<file path="config.mk">
export PLATFORM = sky130hd
export DESIGN_NAME = byte_serial_add_sequencer
export DESIGN_NICKNAME = d
export VERILOG_FILES = /design/src/rtl/byte_serial_add_sequencer.sv
export SDC_FILE = /design/constraint.sdc
export NUM_CORES = 1
export LEC_CHECK = 0
export ABC_AREA = 1
export BUFFER_PORTS_ARGS = -buffer_cell sky130_fd_sc_hd__buf_2
export CAP_MARGIN = 20
export CORE_MARGIN = 2
export CORE_UTILIZATION = 56
export CTS_BUF_LIST = sky130_fd_sc_hd__clkbuf_8
export CTS_CLUSTER_SIZE = 16
export DETAILED_ROUTE_END_ITERATION = 6
export PLACE_DENSITY_LB_ADDON = 0.2
export REMOVE_ABC_BUFFERS = 1
export SYNTH_ARGS = -nofsm -noshare
export SYNTH_HDL_FRONTEND = slang
export SYNTH_SLANG_ARGS = --single-unit
</file>
<file path="constraint.sdc">
create_clock -name clk -period 2 [get_ports clk]
set_clock_uncertainty 0.05 [all_clocks]
set_input_delay 0.3 -clock clk [delete_from_list [all_inputs] [get_ports clk]]
set_output_delay 0.3 -clock clk [all_outputs]
set_load 0.05 [all_outputs]
</file>
<file path="src/rtl/byte_serial_add_sequencer.sv">
// Byte-serial wide adder: one shared 8-bit adder processes one byte slice per clock.
// Optional subtract mode (op port, A - B) is enabled by defining SERIAL_SUB_EN.

module full_adder_8bit (
    input  logic [7:0] a,
    input  logic [7:0] b,
    input  logic       cin,
    output logic [7:0] s,
    output logic       cout
);
    assign {cout, s} = 9'(a) + 9'(b) + 9'(cin);
endmodule

module byte_serial_add_sequencer #(
    parameter int unsigned NBYTES = 4
) (
    input  logic                clk,
    input  logic                rst,
    input  logic                in_valid,
    output logic                in_ready,
    input  logic [8*NBYTES-1:0] a,
    input  logic [8*NBYTES-1:0] b,
    input  logic                cin,
`ifdef SERIAL_SUB_EN
    input  logic                op,
`endif
    output logic                out_valid,
    input  logic                out_ready,
    output logic [8*NBYTES-1:0] sum,
    output logic                cout,
    output logic                ovf
);
    localparam int unsigned W  = 8 * NBYTES;
    localparam int unsigned CW = (NBYTES > 1) ? $clog2(NBYTES) : 1;

    typedef enum logic [1:0] {
        IDLE = 2'd0,
        RUN  = 2'd1,
        DONE = 2'd2
    } state_e;

    state_e          state_q;
    state_e          state_d;
    logic [W-1:0]    a_sh;
    logic [W-1:0]    b_sh;
    logic            carry_q;
    logic [CW-1:0]   cnt_q;
    logic            accept_c;
    logic            last_c;
    logic            sub_c;
    logic [7:0]      slice_s_c;
    logic            slice_co_c;

`ifdef SERIAL_SUB_EN
    assign sub_c = op;
`else
    assign sub_c = 1'b0;
`endif

    assign in_ready  = (state_q == IDLE) && !rst;
    assign out_valid = (state_q == DONE);
    assign accept_c  = in_valid && in_ready;
    assign last_c    = (cnt_q == CW'(NBYTES - 1));

    full_adder_8bit u_adder (
        .a    (a_sh[7:0]),
        .b    (b_sh[7:0]),
        .cin  (carry_q),
        .s    (slice_s_c),
        .cout (slice_co_c)
    );

    always_ff @(posedge clk) begin
        if (rst) begin
            state_q <= IDLE;
        end else begin
            state_q <= state_d;
        end
    end

    always_comb begin
        state_d = state_q;
        case (state_q)
            IDLE:    if (accept_c)  state_d = RUN;
            RUN:     if (last_c)    state_d = DONE;
            DONE:    if (out_ready) state_d = IDLE;
            default: state_d = IDLE;
        endcase
    end

    // Slice datapath: operands shift right, result bytes enter sum from the MSB end.
    always_ff @(posedge clk) begin
        if (rst) begin
            a_sh    <= '0;
            b_sh    <= '0;
            carry_q <= 1'b0;
            cnt_q   <= '0;
            sum     <= '0;
            cout    <= 1'b0;
            ovf     <= 1'b0;
        end else if (state_q == IDLE) begin
            if (accept_c) begin
                a_sh    <= a;
                b_sh    <= sub_c ? ~b : b;
                carry_q <= sub_c ? 1'b1 : cin;
                cnt_q   <= '0;
            end
        end else if (state_q == RUN) begin
            sum     <= W'({slice_s_c, sum} >> 8);
            carry_q <= slice_co_c;
            a_sh    <= a_sh >> 8;
            b_sh    <= b_sh >> 8;
            cnt_q   <= cnt_q + CW'(1);
            // On the last slice the low byte of the shifters holds the operand MSBs.
            if (last_c) begin
                cout <= slice_co_c;
                ovf  <= (a_sh[7] == b_sh[7]) && (slice_s_c[7] != a_sh[7]);
            end
        end
    end

endmodule
</file>
### Yosys cells after proc, flatten, opt, wreduce, memory -nomap -nowiden

Index checks and enable logic that the tools add are counted.

* register bits after elaboration: 103
* input port bits: 69
* output and inout bits: 36
* logic and storage cells: 46

* $add $sub $neg: 3
* equality and inequality tests: 8
* multiplexer cells: 16
* bitwise logic cells: 1
* reductions and logical operators: 10

Operator list (count)
* $mux 32: 6
* $mux 2: 6
* $add 8x8->9: 1
* $add 9x1->9: 1
* $pmux 2 s3: 1
* $reduce_and 3->1: 2
* $eq 2x2->1 const B: 2
* $ne 2x2->1 const B: 2
* $reduce_and 2->1: 2
* $logic_and 1x1->1: 3
* $mux 1: 3
* $add 2x1->2 const B: 1
* $eq 2x1->1 const B: 1
* $logic_not 2->1: 1
* $ne 2x1->1 const B: 1
* $reduce_bool 2->1: 1
* $eq 1x1->1: 1
* $logic_not 1->1: 1
* $ne 1x1->1: 1
* $not 1->1: 1

### Longest topological paths before layout

Gate-level depths: netlist of the first run.

* depth in word-level cells: 5
* depth in mapped cells: 10
* mapped depth without buffers: 10

### Hierarchy

A second synthesis of the first run with hierarchy kept.

* cells, all modules: 749
* area, all modules: 5057.4 um^2

Modules (own cells, without submodules)
* byte_serial_add_sequencer: times used 1, cells each 690, area each 4710.8 um^2, seq. area each 2062.0 um^2
* full_adder_8bit: times used 1, cells each 59, area each 346.6 um^2, seq. area each 0.0 um^2

### Worst setup path after synthesis of the first run

No wires, ideal clock.

* kind: reg2reg
* from: register a_sh[0]
* to: register sum[30]
* setup time: 0.109 ns
* arrival: 1.641 ns
* required time: 1.841 ns
* setup slack: 0.201 ns
* cell stages (with the launch flop): 11
* path buffers: 0
* period minus slack after synthesis: 1.799 ns
* path through: dfxtp_1 > fa_1 > fa_1 > nand3_1 > nand2_1 > nand2_1 > nand2_1 > nand2_1 > nand3_1 > nand2_1 > inv_1

* word-level cells in the longest chain between the ends: 2

RTL lines
* from (decl): line 44 `logic [W-1:0] a_sh;`
* from (signal assigned): line 111 `a_sh <= a_sh >> 8;`
* $add 8x8->9: line 11 `assign {cout, s} = 9'(a) + 9'(b) + 9'(cin);`
* $add 9x1->9: line 11
* to (signal assigned): line 109 `sum <= W'({slice_s_c, sum} >> 8);`
* to (decl): line 29 `output logic [8*NBYTES-1:0] sum,`

No other way between the ends.
A chain may end at the register's enable or synchronous reset.

### Worst setup path in the final report of the first run

Ends and elaborated chain as after synthesis.

==> impl_metrics.tcl, run 1 <==
set metrics [dict create \
    final_util 0.685 \
    htree_num_levels 3 \
    critPathCapture "sum[30]" \
    vias_per_cell 4.99 \
    port-buffer-count 104 \
    r2r_end "sum[30]" \
    peakVddDrop_mv 0.415 \
    leakage_uw 0.00256 \
    total_power_uw 5220 \
    arrival_ns 2.04 \
    yosysTopAreaCellShare 0.458 \
    start_kind "flop" \
    place_congestion 0.847 \
    dr.pass1.iters 5 \
    avgSynthCellArea_um2 7.03 \
    synth_top_area_cell "dfxtp_1" \
    cts-root-buf "clkbuf_8" \
    worstSetupPathDepth 10 \
    syn_inst 640 \
    start_util 0.580 \
    synth_area_um2 4500 \
    critPathLaunch "a_sh[0]" \
    maxCapViolCount 0 \
    gr-total-overflow 0 \
    drc 0 \
    grtUsageMet3 0.0409 \
    yosys_warnings 0 \
    hold_viol 0 \
    setup_violations 0 \
    cts_sinks 103 \
    synth_cell_types 26 \
    busiest_layer "met2" \
    ios 105 \
    path_cells "fa_2 > fa_2 > nand3_1 > nand2_1 > nand2_1 > nand2_1 > nand2_1 > nand3_1 > nand2_1 > inv_1" \
    critPathTopFamily "adder cells" \
    drv_slew 0 \
    die_w_um 93.7 \
    tightest_slew_ns 0.599 \
    crit_required_ns 2.22 \
    routed_wirelength_um 9700 \
    seq_area_frac_synth 0.458 \
    die_y_um 93.7 \
    cts_made_buffers 9 \
    dp_hpwl_um 6570 \
    clk_pin_slew_worst_paths_ns 0.09 \
    synth_area_leaders "dfxtp_1 46%, o21ai_0 13%, nand2_1 11%" \
    fill_cells 712 \
    slew_headroom 0.600 \
    synthTopCellsByCount "128 x nand2_1, 118 x o21ai_0, 103 x dfxtp_1, 96 x nor2_1, 62 x a21oi_1" \
    finalCritPeriodShare 0.911 \
    r2r_start "a_sh[0]" \
    synth_edf_count 0 \
    grt_pass1_vias 3957 \
    vias 4173 \
    area_delta_synth_final_pct 18.2 \
    async_flop_share 0 \
    drive_gt1_frac 0.193 \
    ant_nets 0 \
    status "finished, final reports clean" \
    drt-initial-drc-count 115 \
    clock_path_buffers 2 \
    diodes 0 \
    min_period_ns 1.82 \
    path_common_cell "nand2_1" \
    cts_tree "done" \
    cp_slowest_stage_delay_ns 0.40 \
    p_per_area_nw_per_um2 980 \
    worstSetupPathType "reg -> reg" \
    critPathBufInv 1 \
    wire_per_inst_um 11.6 \
    setup-tns-final_ns 0 \
    grtUsageMet2 0.429 \
    dieArea_um2 8770 \
    globalRouteMet1Util 0.273 \
    antenna_found_initial 0 \
    cp-end-kind "flop" \
    hp-class "in -> reg" \
    synth_ff_type "dfxtp_1" \
    ys_seq_elements 103 \
    hold_slack_ns 0.113 \
    synth.most_common_cell "nand2_1" \
    worst_path_max_delay_cell "fa_2" \
    core_area_um2 7770 \
    crit_fanout 3 \
    grt_pass1_wl_um 16700 \
    clk_latency_ns 0.36 \
    grt_max_degree 63 \
    max_freq_ghz 0.549 \
    grt_usage 0.236 \
    rrSetupSlack_ns 0.18 \
    final_net_count 808 \
    rows 32 \
    rsz0062_at_grt "no" \
    reg2reg_depth 10 \
]
flip-flops by register name (all words and copies together), names as in the netlist:
register / count
ovf: 1
b_sh: 32
a_sh: 32
carry_q: 1
state_q: 2
cout: 1
sum: 32
cnt_q: 2
worst reg2reg max path: stages, from the launching register on:
cell,delay (ns)
dfxtp_1,0.34
fa_2,0.40
fa_2,0.36
nand3_1,0.09
nand2_1,0.10
nand2_1,0.10
nand2_1,0.05
nand2_1,0.06
nand3_1,0.06
nand2_1,0.09
inv_1,0.04
where the power goes:
part           switching, µW  internal (µW)  total [µW]
combinational            984            450        1430
sequential               124           2310        2430
clock                    677            673        1350
total                   1780           3430        5220
stage by stage:
step,instance area (µm²),setup WS (ns),instances
global placement,5110,0.127,820
finish,5320,0.177,836
detailed placement,5110,0.0756,820
global route,5320,0.0485,836
CTS,5320,0.0595,836
floorplan,4340,-1.03,601
kinds of logic (layout without fill, tap and decap cells):
| group | count (synthesis) | in the layout | synth area share |
|---|---|---|---|
| simple gates | 244 | 244 | 0.214 |
| compound gates | 184 | 184 | 0.207 |
| flops | 103 | 103 | 0.458 |
| fa+ha+maj | 10 | 10 | 0.0311 |
| buf+inv | 97 | 191 | 0.0859 |
| xor+xnor | 2 | 2 | 0.00389 |
area by class of cell:
cell class	count	area [µm²]	area share
multi-input cells	440	2060	0.387
clock buffers	12	165	0.0310
clock inverters	4	45.0	0.00846
repair buffers	117	643	0.121
well taps	102	128	0.0240
inverters	58	220	0.0414
flip-flops and latches	103	2060	0.387
worst min path at each step:
stage          startpoint  slack [ns]  cells after the start  endpoint
3_3_place_gp     a_sh[15]        0.38                      2  a_sh[15]
4_1_cts             b[29]        0.11                      3  b_sh[29]
2_1_floorplan         rst        0.32                      1  a_sh[24]
5_1_grt             b[29]        0.12                      3  b_sh[29]
3_5_place_dp     a_sh[18]        0.39                      2  a_sh[18]
6_report            b[29]        0.11                      3  b_sh[29]
cell usage in the layout (no fill, tap or decap), drive strengths merged:
| cell | instances |
|---|---|
| nand3 | 15 |
| clkinv | 1 |
| nand2 | 130 |
| dfxtp | 103 |
| clkinvlp | 1 |
| buf | 117 |
| xnor2 | 1 |
| a21oi | 62 |
| inv | 59 |
| o21ai | 118 |
| o31ai | 1 |
| o211ai | 1 |
| o21bai | 1 |
| nor2 | 98 |
| fa | 2 |
| or2 | 1 |
| o211a | 1 |
| clkbuf | 12 |
| xor2 | 1 |
| bufinv | 1 |
| ha | 8 |
per-layer routing:
layer  routed length (µm)  share of wire
met1                 4410           0.45
met2                 4630           0.48
met3                  526          0.054
met4                  137          0.014
met5                    0              0
what timing repair did:
| action | CTS | global route |
|---|---|---|
| hold buffers | 0 | 0 |
| setup buffers | 0 | 0 |
| endpoints found under the setup margin | 0 | 3 |
| gates resized for setup | 0 | 2 |
Power figures use the tool's default switching activity.
==> run 2, diff against run 1 <==
--- a/config.mk
+++ b/config.mk
@@ -6,13 +6,13 @@
 export NUM_CORES = 1
 export LEC_CHECK = 0
 export ABC_AREA = 1
-export BUFFER_PORTS_ARGS = -buffer_cell sky130_fd_sc_hd__buf_2
 export CAP_MARGIN = 20
 export CORE_MARGIN = 2
-export CORE_UTILIZATION = 56
+export CORE_UTILIZATION = 66
 export CTS_BUF_LIST = sky130_fd_sc_hd__clkbuf_8
 export CTS_CLUSTER_SIZE = 16
 export DETAILED_ROUTE_END_ITERATION = 6
+export DONT_BUFFER_PORTS = 1
 export PLACE_DENSITY_LB_ADDON = 0.2
 export REMOVE_ABC_BUFFERS = 1
 export SYNTH_ARGS = -nofsm -noshare
==> run 2 against run 1 <==
Effect of this change: worst setup slack better by 0.013 ns; hold slack worse by 0.091 ns; register-to-register slack about the same; critical path type unchanged; global-route usage grew 1.4 points; power down 5.5%; utilization is 2.8 points higher; clock power down 11%; sequential power grew 13%; first-iteration DRC count up 100%; combinational power shrank 31%; largest power group unchanged; clock-buffer cell count down 1; critical endpoint is now cout.
==> impl_metrics.tcl, run 2 (same netlist as run 1, synthesis figures left out) <==
set metrics [dict create \
    status "finished, final reports clean" \
    clk_pin_slew_worst_paths_ns 0.10 \
    p_per_area_nw_per_um2 1030 \
    vias_per_cell 5.42 \
    drv_slew 0 \
    hold_slack_ns 0.0221 \
    drive_gt1_frac 0.0649 \
    grt_pass1_vias 3451 \
    top_regs "a_sh x32, b_sh x32, sum x32" \
    arrival_ns 2.02 \
    diodes 0 \
    crit_required_ns 2.21 \
    critPathCapture "cout" \
    placed_area_um2 4570 \
    path_cells "fa_2 > fa_2 > nand3_1 > nand2_1 > nand2_1 > nand3_1 > o21bai_1 > inv_1" \
    routed_wirelength_um 9040 \
    cp-end-kind "flop" \
    dr.pass1.iters 4 \
    final_cells 712 \
    max_freq_ghz 0.553 \
    worst_path_max_delay_cell "fa_2" \
    vias 3862 \
    start_util 0.674 \
    rrSetupSlack_ns 0.19 \
    die_w_um 86.6 \
    placed_cells 695 \
    rows 30 \
    grt_usage 0.249 \
    worstSetupPathDepth 8 \
    cp_slowest_stage_delay_ns 0.41 \
    grt_max_degree 89 \
    stdcell_area_um2 4760 \
    start_kind "flop" \
    drc 0 \
    maxCapViolCount 0 \
    peakVddDrop_mv 0.505 \
    cts_sinks 103 \
    cts-root-buf "clkbuf_8" \
    ant_nets 0 \
    clk_latency_ns 0.36 \
    min_period_ns 1.81 \
    critPathBufInv 1 \
    htree_num_levels 3 \
    crit_fanout 3 \
    reg2reg_depth 8 \
    slew_headroom 0.631 \
    hold_viol 0 \
    place_congestion 0.838 \
    area_delta_synth_final_pct 5.84 \
    final_cell_mix "128 x nand2_1, 117 x o21ai_0, 103 x dfxtp_1" \
    final_net_count 706 \
    wire_per_inst_um 12.7 \
    core_area_um2 6680 \
    tightest_slew_ns 0.552 \
    grt_pass1_wl_um 15000 \
    port-buffer-count 0 \
    critPathTopFamily "adder cells" \
    final_common_cell "nand2_1" \
    ios 105 \
    drt-initial-drc-count 232 \
    r2r_end "cout" \
    leakage_uw 0.00210 \
    finalCritPeriodShare 0.905 \
    clock_path_buffers 2 \
    worstSetupPathType "reg -> reg" \
    hp-class "in -> reg" \
    cts_made_buffers 9 \
    gr-total-overflow 0 \
    antenna_found_initial 0 \
    final_util 0.713 \
    critPathLaunch "a_sh[0]" \
    dp_hpwl_um 6110 \
    dieArea_um2 7500 \
    setup_violations 0 \
    rsz0062_at_grt "no" \
    r2r_start "a_sh[0]" \
    die_y_um 86.6 \
    cts_tree "done" \
]
[run 2: metal layers]
layer | GRT usage | vias to the layer above | share of wire
li1 | - | 2021 | -
met1 | 0.289 | 1701 | 0.43
met2 | 0.424 | 121 | 0.47
met3 | 0.0743 | 19 | 0.083
met4 | 0.112 | 0 | 0.020
met5 | 0 | - | 0
[run 2: where the power goes]
group	switching (µW)	leakage [µW]	internal (µW)
combinational	637	0.00116	350
clock	689	0.0000873	516
sequential	429	0.000850	2310
[run 2: repair_timing]
action / 4_1_cts / 5_1_grt
hold buffers: 1 / 0
endpoints found under the setup margin: 0 / 4
endpoints found under the hold margin: 13 / 0
buffers inserted: 0 / 0
gates resized for setup: 0 / 3
[run 2: how the worst min path moves through the flow]
stage               start  endpoint  slack (ns)  cells past startpoint
floorplan             rst  a_sh[24]        0.32                      1
global placement      rst  a_sh[28]        0.32                      1
detailed placement    rst  b_sh[24]        0.32                      1
CTS                 b[30]  b_sh[30]        0.01                      2
global route        b[31]  b_sh[31]        0.01                      2
finish              a[31]  a_sh[31]        0.02                      2
[run 2: stage by stage]
step           setup slack [ns]  total power, µW  TNS (ns)
2_1_floorplan             -1.03             3480    -65.02
3_3_place_gp              0.154             3720         0
3_5_place_dp             0.0597             3760         0
4_1_cts                  0.0456             4950         0
5_1_grt                  0.0552             5220         0
6_report                  0.191             4930         0
[run 2: final cells by class]
class                      count  area (µm²)
sequential                   103        2060
fill                         557        1920
inverter                      58         220
clock inverter                 5        32.5
clock buffer                  11         151
timing repair buffer          15         140
multi-input combinational    440        2060
tap                           80         100
